<file path="config.mk">
export PLATFORM = sky130hd
export DESIGN_NAME = bomb_blast
export DESIGN_NICKNAME = d
export VERILOG_FILES = /design/src/rtl/bomb_blast.sv
export SDC_FILE = /design/constraint.sdc
export NUM_CORES = 1
export LEC_CHECK = 0
export ABC_AREA = 1
export CAP_MARGIN = 10
export CORE_ASPECT_RATIO = 1.1
export CORE_MARGIN = 4
export CORE_UTILIZATION = 55
export DETAILED_ROUTE_END_ITERATION = 6
export PLACE_DENSITY = 0.8
export SYNTH_ARGS = -nofsm -noshare
export SYNTH_HDL_FRONTEND = slang
export SYNTH_SLANG_ARGS = --single-unit
</file>
<file path="constraint.sdc">
create_clock -name clk -period 3.69 [get_ports clk]
set_input_delay 0.738 -clock clk [delete_from_list [all_inputs] [get_ports clk]]
set_output_delay 0.738 -clock clk [all_outputs]
set_load 0.01 [all_outputs]
</file>
<file path="src/rtl/bomb_blast.sv">
// bomb_blast: turns a bomb's blast pulse into a cross-shaped flame on the
// 20x15 tile grid. It probes the tile map arm by arm, reports destroyed
// bricks, holds the flame for BURN_FRAMES frames and flags a player hit.
module bomb_blast #(
    parameter int RANGE       = 2,   // maximum arm length in tiles (1..7)
    parameter int BURN_FRAMES = 30   // frames the flame stays visible
) (
    input  logic               clk,
    input  logic               reset,
    input  logic               startOfFrame,
    input  logic               blast,
    input  logic signed [10:0] bomb_topLeftX,
    input  logic signed [10:0] bomb_topLeftY,
    output logic               tile_req,
    output logic [4:0]         tile_col,
    output logic [3:0]         tile_row,
    input  logic [1:0]         tile_type,
    output logic               destroy_valid,
    output logic [4:0]         destroy_col,
    output logic [3:0]         destroy_row,
    input  logic [10:0]        pixelX,
    input  logic [10:0]        pixelY,
    input  logic [10:0]        player_topLeftX,
    input  logic [10:0]        player_topLeftY,
    output logic               flame_active,
    output logic               flameDR,
    output logic               player_hit,
    output logic               done
);

    localparam int FW = $clog2(BURN_FRAMES + 1);

    typedef enum logic [2:0] {IDLE, LATCH, PROBE_REQ, PROBE_RSP, BURN, DONE} state_t;

    localparam logic [1:0] TILE_EMPTY = 2'd0;
    localparam logic [1:0] TILE_BRICK = 2'd2;

    state_t               state;
    logic signed [10:0]   pos_x, pos_y;
    logic [4:0]           cx;
    logic [3:0]           cy;
    logic [3:0][2:0]      arm;        // index = direction: 0 L, 1 R, 2 U, 3 D
    logic [1:0]           dir;
    logic [2:0]           step;
    logic [FW-1:0]        frame_cnt;
    logic                 hit_flag;

    // Centre tile from the latched bomb position, rounded to the nearest tile
    logic signed [11:0]   sum_x, sum_y, raw_cx, raw_cy;
    logic [4:0]           cx_clamp;
    logic [3:0]           cy_clamp;

    assign sum_x    = {pos_x[10], pos_x} + 12'sd16;
    assign sum_y    = {pos_y[10], pos_y} + 12'sd16;
    assign raw_cx   = sum_x >>> 5;
    assign raw_cy   = sum_y >>> 5;
    assign cx_clamp = (raw_cx < 12'sd0) ? 5'd0 : (raw_cx > 12'sd19) ? 5'd19 : raw_cx[4:0];
    assign cy_clamp = (raw_cy < 12'sd0) ? 4'd0 : (raw_cy > 12'sd14) ? 4'd14 : raw_cy[3:0];

    // Probe target: centre offset by step in the current direction
    logic signed [6:0]    tgt_col, tgt_row, step_s, base_col, base_row;
    logic                 off_grid;

    assign base_col = $signed({2'b00, cx});
    assign base_row = $signed({3'b000, cy});
    assign step_s   = $signed({4'b0000, step});

    // Select the target tile for direction dir
    always_comb begin
        // NOTE: every variable gets a default first so no latch is inferred.
        tgt_col = base_col;
        tgt_row = base_row;
        case (dir)
            2'd0:    tgt_col = base_col - step_s;
            2'd1:    tgt_col = base_col + step_s;
            2'd2:    tgt_row = base_row - step_s;
            default: tgt_row = base_row + step_s;
        endcase
    end

    assign off_grid = (tgt_col < 7'sd0) || (tgt_col > 7'sd19) ||
                      (tgt_row < 7'sd0) || (tgt_row > 7'sd14);

    // Tile-map port and brick report; the response is consumed in PROBE_RSP.
    // destroy_valid is masked by reset so an aborted probe never consumes a brick.
    assign tile_req      = (state == PROBE_REQ) && !off_grid;
    assign tile_col      = tile_req ? tgt_col[4:0] : 5'd0;
    assign tile_row      = tile_req ? tgt_row[3:0] : 4'd0;
    assign destroy_valid = !reset && (state == PROBE_RSP) && (tile_type == TILE_BRICK);
    assign destroy_col   = destroy_valid ? tgt_col[4:0] : 5'd0;
    assign destroy_row   = destroy_valid ? tgt_row[3:0] : 4'd0;

    // Decide whether the current direction finishes this cycle
    logic close_dir;
    always_comb begin
        close_dir = 1'b0;
        case (state)
            PROBE_REQ: close_dir = off_grid;
            PROBE_RSP: close_dir = (tile_type != TILE_EMPTY) || (step == 3'(RANGE));
            default:   close_dir = 1'b0;
        endcase
    end

    // Flame cross in tile units; bounds come straight from registers
    logic [6:0] cx7, cy7, col_lo, col_hi, row_lo, row_hi;
    logic [6:0] pix_col, pix_row, ply_col, ply_row;
    logic       pix_in, ply_in;

    assign cx7     = {2'b00, cx};
    assign cy7     = {3'b000, cy};
    assign col_lo  = cx7 - {4'b0000, arm[0]};
    assign col_hi  = cx7 + {4'b0000, arm[1]};
    assign row_lo  = cy7 - {4'b0000, arm[2]};
    assign row_hi  = cy7 + {4'b0000, arm[3]};
    assign pix_col = 7'(pixelX >> 5);
    assign pix_row = 7'(pixelY >> 5);
    assign ply_col = 7'((12'(player_topLeftX) + 12'd16) >> 5);
    assign ply_row = 7'((12'(player_topLeftY) + 12'd16) >> 5);

    assign pix_in = ((pix_row == cy7) && (pix_col >= col_lo) && (pix_col <= col_hi)) ||
                    ((pix_col == cx7) && (pix_row >= row_lo) && (pix_row <= row_hi));
    assign ply_in = ((ply_row == cy7) && (ply_col >= col_lo) && (ply_col <= col_hi)) ||
                    ((ply_col == cx7) && (ply_row >= row_lo) && (ply_row <= row_hi));

    assign flameDR = flame_active && pix_in;

    // Main FSM: latch, probe four arms, burn for BURN_FRAMES frames, finish
    always_ff @(posedge clk) begin
        if (reset) begin
            state        <= IDLE;
            pos_x        <= '0;
            pos_y        <= '0;
            cx           <= '0;
            cy           <= '0;
            arm          <= '0;
            dir          <= '0;
            step         <= '0;
            frame_cnt    <= '0;
            hit_flag     <= 1'b0;
            flame_active <= 1'b0;
            player_hit   <= 1'b0;
            done         <= 1'b0;
        end else begin
            // NOTE: non-blocking assignments; later ones in this block override earlier ones.
            done       <= 1'b0;
            player_hit <= 1'b0;
            case (state)
                IDLE: begin
                    if (blast) begin
                        pos_x <= bomb_topLeftX;
                        pos_y <= bomb_topLeftY;
                        state <= LATCH;
                    end
                end
                LATCH: begin
                    cx        <= cx_clamp;
                    cy        <= cy_clamp;
                    arm       <= '0;
                    dir       <= 2'd0;
                    step      <= 3'd1;
                    frame_cnt <= '0;
                    hit_flag  <= 1'b0;
                    state     <= PROBE_REQ;
                end
                PROBE_REQ: begin
                    if (!off_grid) state <= PROBE_RSP;
                end
                PROBE_RSP: begin
                    if ((tile_type == TILE_EMPTY) || (tile_type == TILE_BRICK))
                        arm[dir] <= step;
                    step  <= step + 3'd1;
                    state <= PROBE_REQ;
                end
                BURN: begin
                    if (ply_in && !hit_flag) begin
                        player_hit <= 1'b1;
                        hit_flag   <= 1'b1;
                    end
                    if (startOfFrame) begin
                        if (frame_cnt == FW'(BURN_FRAMES - 1)) begin
                            state        <= DONE;
                            flame_active <= 1'b0;
                            done         <= 1'b1;
                        end else begin
                            frame_cnt <= frame_cnt + 1'b1;
                        end
                    end
                end
                DONE: begin
                    arm       <= '0;
                    frame_cnt <= '0;
                    hit_flag  <= 1'b0;
                    state     <= IDLE;
                end
                default: state <= IDLE;
            endcase

            // Closing a direction moves to the next arm, or into BURN after D
            if (close_dir) begin
                step <= 3'd1;
                if (dir == 2'd3) begin
                    state        <= BURN;
                    flame_active <= 1'b1;
                end else begin
                    dir   <= dir + 2'd1;
                    state <= PROBE_REQ;
                end
            end
        end
    end

endmodule

</file>
# Yosys cells after proc, flatten, opt, wreduce, memory -nomap -nowiden
# Cells that the tools add are included.
dict set report totals {
  ram_bits 0
  register_bits 60
  out_inout_bits 24
  romBits 0
  elab_cells 158
  memories 0
  latchBits 0
}
dict set report classes {
  mul 0
  reduce_logical 43
  mux 40
  shifts 0
  order_cmp 18
  eq_ne 23
  n_div 0
  bitwise_logic 2
  n_addsub 15
}
# cell n
set op_table {}
lappend op_table {{2-to-1 mux 5 bit} 6}
lappend op_table {{< comparator 7 x 1 -> 1 bit, second input constant} 4}
lappend op_table {{one-hot mux 7 bit (2 select lines)} 2}
lappend op_table {{adder 11 x 5 -> 12 bit, second input constant} 2}
lappend op_table {{adder 11 x 6 -> 12 bit, second input constant} 2}
lappend op_table {{one-hot mux 12 bit (2 select lines)} 1}
lappend op_table {{2-to-1 mux 3 bit} 7}
lappend op_table {{2-to-1 mux 4 bit} 4}
lappend op_table {{>= comparator 6 x 7 -> 1 bit} 2}
lappend op_table {{>= comparator 7 bit} 2}
lappend op_table {{greater-than comparator 7 x 5 -> 1 bit, second input constant} 2}
lappend op_table {{greater-than comparator 7 x 6 -> 1 bit, second input constant} 2}
lappend op_table {{logical AND 1 bit} 14}
lappend op_table {{adder 5 x 3 -> 6 bit} 2}
lappend op_table {{bitwise mux 12 bit} 1}
lappend op_table {{2-to-1 mux 12 bit} 1}
lappend op_table {{inequality test 3 bit, second input constant} 4}
lappend op_table {{one-hot mux 3 bit (4 select lines)} 1}
lappend op_table {{subtractor 5 x 3 -> 6 bit} 2}
lappend op_table {{adder 4 x 3 -> 5 bit} 2}
lappend op_table {{one-hot mux 5 bit (2 select lines)} 1}
lappend op_table {{OR reduction 2 bit} 5}
lappend op_table {{subtractor 4 x 3 -> 5 bit} 2}
lappend op_table {{equality test 3 x 2 -> 1 bit, second input constant} 3}
lappend op_table {{36 further kinds} 67}

# Logic depth before layout (Yosys ltp)
# Gate-level depths: netlist (run 1).
dict set report logic_depth {
  word_depth 9
  mapped_depth 17
  ltp_nobuf 17
}

# Least setup slack after synthesis (run 1)
# OpenSTA, ideal clock, no wires.
dict set report synth_timing {
  path_kind {flip-flop to output port}
  start {register cy[0]}
  end {output flameDR}
  setup_slack_ns 0.551
  stages_incl_launch_ff 12
  path_buffers 0
  arrival_ns 2.401
  cell_sequence {dfxtp_1 > inv_2 > ha_1 > inv_1 > fa_1 > nand2_1 > nand3_1 > ha_1 > nand3b_1 > o311ai_0 > nand4_1 > a21boi_0}
}
dict set report synth_via {
  elab_chain_len 6
  word_cells_on_any_way 11
  cone_classes {add/sub (2); order compare (2); eq/ne (1); reduce/logical (6)}
}
# element line_no
set synth_rtl {}
lappend synth_rtl {{start, declared} 41} ;# logic [3:0] cy;
lappend synth_rtl {{start signal, assigned} 157} ;# cy <= cy_clamp;
lappend synth_rtl {{subtractor 4 x 3 -> 5 bit} 113} ;# assign row_lo = cy7 - {4'b0000, arm[2]};
lappend synth_rtl {{>= comparator 6 x 7 -> 1 bit} 121} ;# ((pix_col == cx7) && (pix_row >= row_lo) && (pix_row <= row_hi));
lappend synth_rtl {{logical AND 1 bit (2 in series)} 121}
lappend synth_rtl {{logical OR 1 bit (*)} 120} ;# assign pix_in = ((pix_row == cy7) && (pix_col >= col_lo) && (pix_col <= col_hi)) ||
lappend synth_rtl {{logical AND 1 bit (*)} 125} ;# assign flameDR = flame_active && pix_in;
lappend synth_rtl {{end, declared} 26} ;# output logic flameDR,
# Every way passes the cells marked *; elsewhere a longest branch is shown, timed or not.

# Worst setup path after layout (run 1)
dict set report layout_timing {
  start {register cx[0]}
  end {output flameDR}
}
dict set report layout_via {
  elab_chain_len 6
  word_cells_on_any_way 11
  cone_classes {add/sub (2); order compare (2); eq/ne (1); reduce/logical (6)}
}
# element line_no
set layout_rtl {}
lappend layout_rtl {{start, declared} 40} ;# logic [4:0] cx;
lappend layout_rtl {{start signal, assigned} 156} ;# cx <= cx_clamp;
lappend layout_rtl {{subtractor 5 x 3 -> 6 bit} 111} ;# assign col_lo = cx7 - {4'b0000, arm[0]};
lappend layout_rtl {{>= comparator 6 x 7 -> 1 bit} 120}
lappend layout_rtl {{logical AND 1 bit (2 in series)} 120}
lappend layout_rtl {{logical OR 1 bit (*)} 120}
lappend layout_rtl {{logical AND 1 bit (*)} 125}
# Marked as above.

==> impl_results.md, run 1 <==
* Netlist cell types at 50
* Vias post-DR at between 5000 and 6000
* Core area at about 0.0095 mm^2
* Antenna viol nets, final at 0
* Critical path type: register to primary output
* Syn Inst Count at between 700 and 800
* Slew Viols, Final at 0
* Setup TNS at 0 ns
* Fmax at between 200 and 300 MHz
* Synth Net Count at 948
* Clk_lat worst skew at between 0.3 and 0.4 ns
* Clock sink count at between 50 and 60
* Die boundary height at approximately 110 um
* Flops & latches, synth at between 50 and 60
* Synth Area per Inst at 6.92 um^2
* Worst rel slew slack at a little under half
* Part of the power in registers at between 20% and 30%
* CP arrival at 2.83 ns
* Die ar. at about 0.011 mm^2
* GPL Wtd Cong at between 0.9 and 1
* CP Capture Type: primary output
* Leakage power at ~3 nW
* Total CTS buffers at 5
* Via density per instance at between 5 and 6
* First-pass GRT wire length at roughly 24000 um
* EDFF count, synth at 0
* DRC violations left at 0
* Startpoint types: register
* Die X at about 100 um
* Crit-path max FO at 3
* RSZ-0062 raised after global routing: true
* H-tree depth at 2
* I/O pins at 96
* Gr usage total at between 20% and 30%
* Worst slew pin tran at roughly 0.8 ns
* P_sw at approximately 0.0014 W
* Total grt overflow at 0
* Fin. Hold Viols at 0
* Synthesis-to-finish area growth at 19.3%
* Clk slew on worst S/H paths at approximately 0.1 ns
* Fillers at roughly 840
* Worst vdd ir at 0.000286 V
* CTS tree: yes
* Final #Nets at just over 1000
* WP data required at a little under 3 ns
* Classification of the worst-slack hold path: register to register
* Setup violators final at 0
* Post-Syn Area at ~0.0054 mm^2
* Iter 0 DRT Violations at 232
* Starting density of the core at ~57%
* Input/output buffers at 69
* Register area share after synthesis at between 10% and 20%
* Synth Warn # at 0
* Proportion of layout cells with a drive suffix above 1 at 11.3%
* Pre-Repair DR Iteration Count at 4
* Run status: finished, final reports clean
* Post-DP HPWL at about 12000 um
* Skew final at about 0.0077 ns
* Vias in the first global route at 5300
* Period utilisation layout at between 90% and 100%
* Setup ws final at about 0.12 ns
* WL/cell at 14.4 um
* DP Worst Slack at -0.0970 ns
* Root Driver: clkbuf_8
* Switch share at 48.3%
* Pwr dens at about 440 mW/mm^2
* Max Cap Viol at 0
* Post-layout min period at 3.57 ns
* Clock share of power at 12.2%
* Internal power at 0.00147 W
* Ys flop type: dfxtp_1
* Largest net degree at the start of global routing at 31
* WL final at roughly 14000 um
* Fraction of registers with async set/reset at 0%
* ANT cells at 0
* Maximum root-to-sink buffer count at 2
* FP Rows at 37
* Logic pwr share at about three fifths
* Initial antenna violation count at 0
* Tot Pwr at roughly 0.0028 W
-- final timing paths --
kind / depth (start not counted) / slack [ns] / to / from
setup / recovery: 12 / 0.12 / flameDR / cx[0]
hold / removal: 2 / 0.46 / hit_flag / hit_flag
setup reg to reg: 16 / 1.02 / hit_flag / cy[0]
hold reg to reg: 2 / 0.46 / hit_flag / hit_flag
-- power by group through the flow --
stage | clock [W] | sequential, W | combinational, W
2_1_floorplan | 0 | 0.000753 | 0.00123
3_3_place_gp | 0 | 0.000762 | 0.00166
3_5_place_dp | 0 | 0.000769 | 0.00172
4_1_cts | 0.000351 | 0.000756 | 0.00172
5_1_grt | 0.000372 | 0.000771 | 0.00196
6_report | 0.000348 | 0.000758 | 0.00174
-- cell families (layout without fill, tap and decap cells) --
logic type | Yosys count | count (layout) | synth area share [%]
DFF | 52 | 52 | 19.2
adders and majority gates | 94 | 94 | 22.8
buffers and inverters | 124 | 212 | 9.15
xor gates and xnor gates | 30 | 30 | 4.85
AOI/OAI and AO/OA | 153 | 153 | 16.2
and+or+nand+nor | 329 | 329 | 27.8
-- per-layer routing --
layer	vias to the layer above	part of all wire, %	track usage (%)	routed length [um]
met5	-	0	0	0
met4	0	2.6	8.57	369
met3	22	2.8	2.18	401
met2	100	52	45.8	7350
met1	2543	43	30.1	6090
li1	2772	-	-	-
-- per-stage QoR --
step	hold WS, ns	util (%)	instances	instance area (um^2)
after floorplan	0.428	-	782	5410
after global placement	0.442	67.0	979	6360
after detailed placement	0.450	67.0	979	6360
after CTS	0.466	68.3	987	6480
after global routing	0.502	68.1	987	6460
final	0.463	68.1	987	6460
-- synth_stat cells (8+ instances only) --
| cell type | number | area share (%) |
|---|---|---|
| nand2_1 | 166 | 12 |
| ha_1 | 86 | 20 |
| nor3_1 | 11 | 1.0 |
| inv_2 | 12 | 0.83 |
| nand4_1 | 16 | 1.8 |
| nand3_1 | 46 | 4.3 |
| fa_1 | 8 | 3.0 |
| xnor2_1 | 10 | 1.6 |
| xor2_1 | 20 | 3.2 |
| inv_1 | 98 | 6.8 |
| nor2_1 | 56 | 3.9 |
| o21ai_0 | 45 | 4.2 |
| dfxtp_1 | 52 | 19 |
| a21oi_1 | 72 | 6.7 |
-- timing repair --
item | 4_1_cts | 5_1_grt
pin swaps | 0 | 1
endpoints found under the setup margin | 11 | 9
hold buffers | 0 | 0
buffers inserted | 0 | 0
resized for setup | 22 | 22
-- sequential cells by signal (all words and copies together) (netlist names), 2 cells and up --
name / flops
cx: 5
arm: 12
cy: 4
pos_x: 7
step: 3
frame_cnt: 5
dir: 2
state: 3
pos_y: 7
-- critical path, cell delays in order, from the launching register on --
cell and delay (ns):
dfxtp_1 0.33, ha_1 0.22, fa_1 0.44, xnor2_2 0.22
ha_1 0.29, a21oi_1 0.12, o21ai_0 0.09, a21oi_1 0.16
nor2_1 0.07, o22ai_2 0.13, nand4_1 0.12, a21boi_1 0.18
buf_2 0.15
-- layout make-up --
class,count,area (um^2),share of cell area (%)
Clock buffer,5,68.8,1.07
Clock inverter,3,26.3,0.407
Inverter,110,413,6.39
Multi-Input combinational cell,606,3930,60.9
Sequential cell,52,1040,16.1
Tap cell,117,146,2.27
Timing Repair Buffer,94,831,12.9
-- layout by cell type (no fill, tap or decap), types with 25 or more instances in the layout --
cell	instances
a21oi_1	72
buf_4	25
clkdlybuf4s50_1	58
dfxtp_1	51
ha_1	85
inv_1	98
nand2_1	166
nand3_1	45
nor2_1	56
o21ai_0	43
No activity file was read; power rests on OpenSTA's default activity.
==> run 2: changes to the inputs <==
Settings changed: CTS_CLUSTER_DIAMETER set to 120.
==> results of run 2 <==
Same layout as run 1: the final DEF is identical, and so are final timing and power.
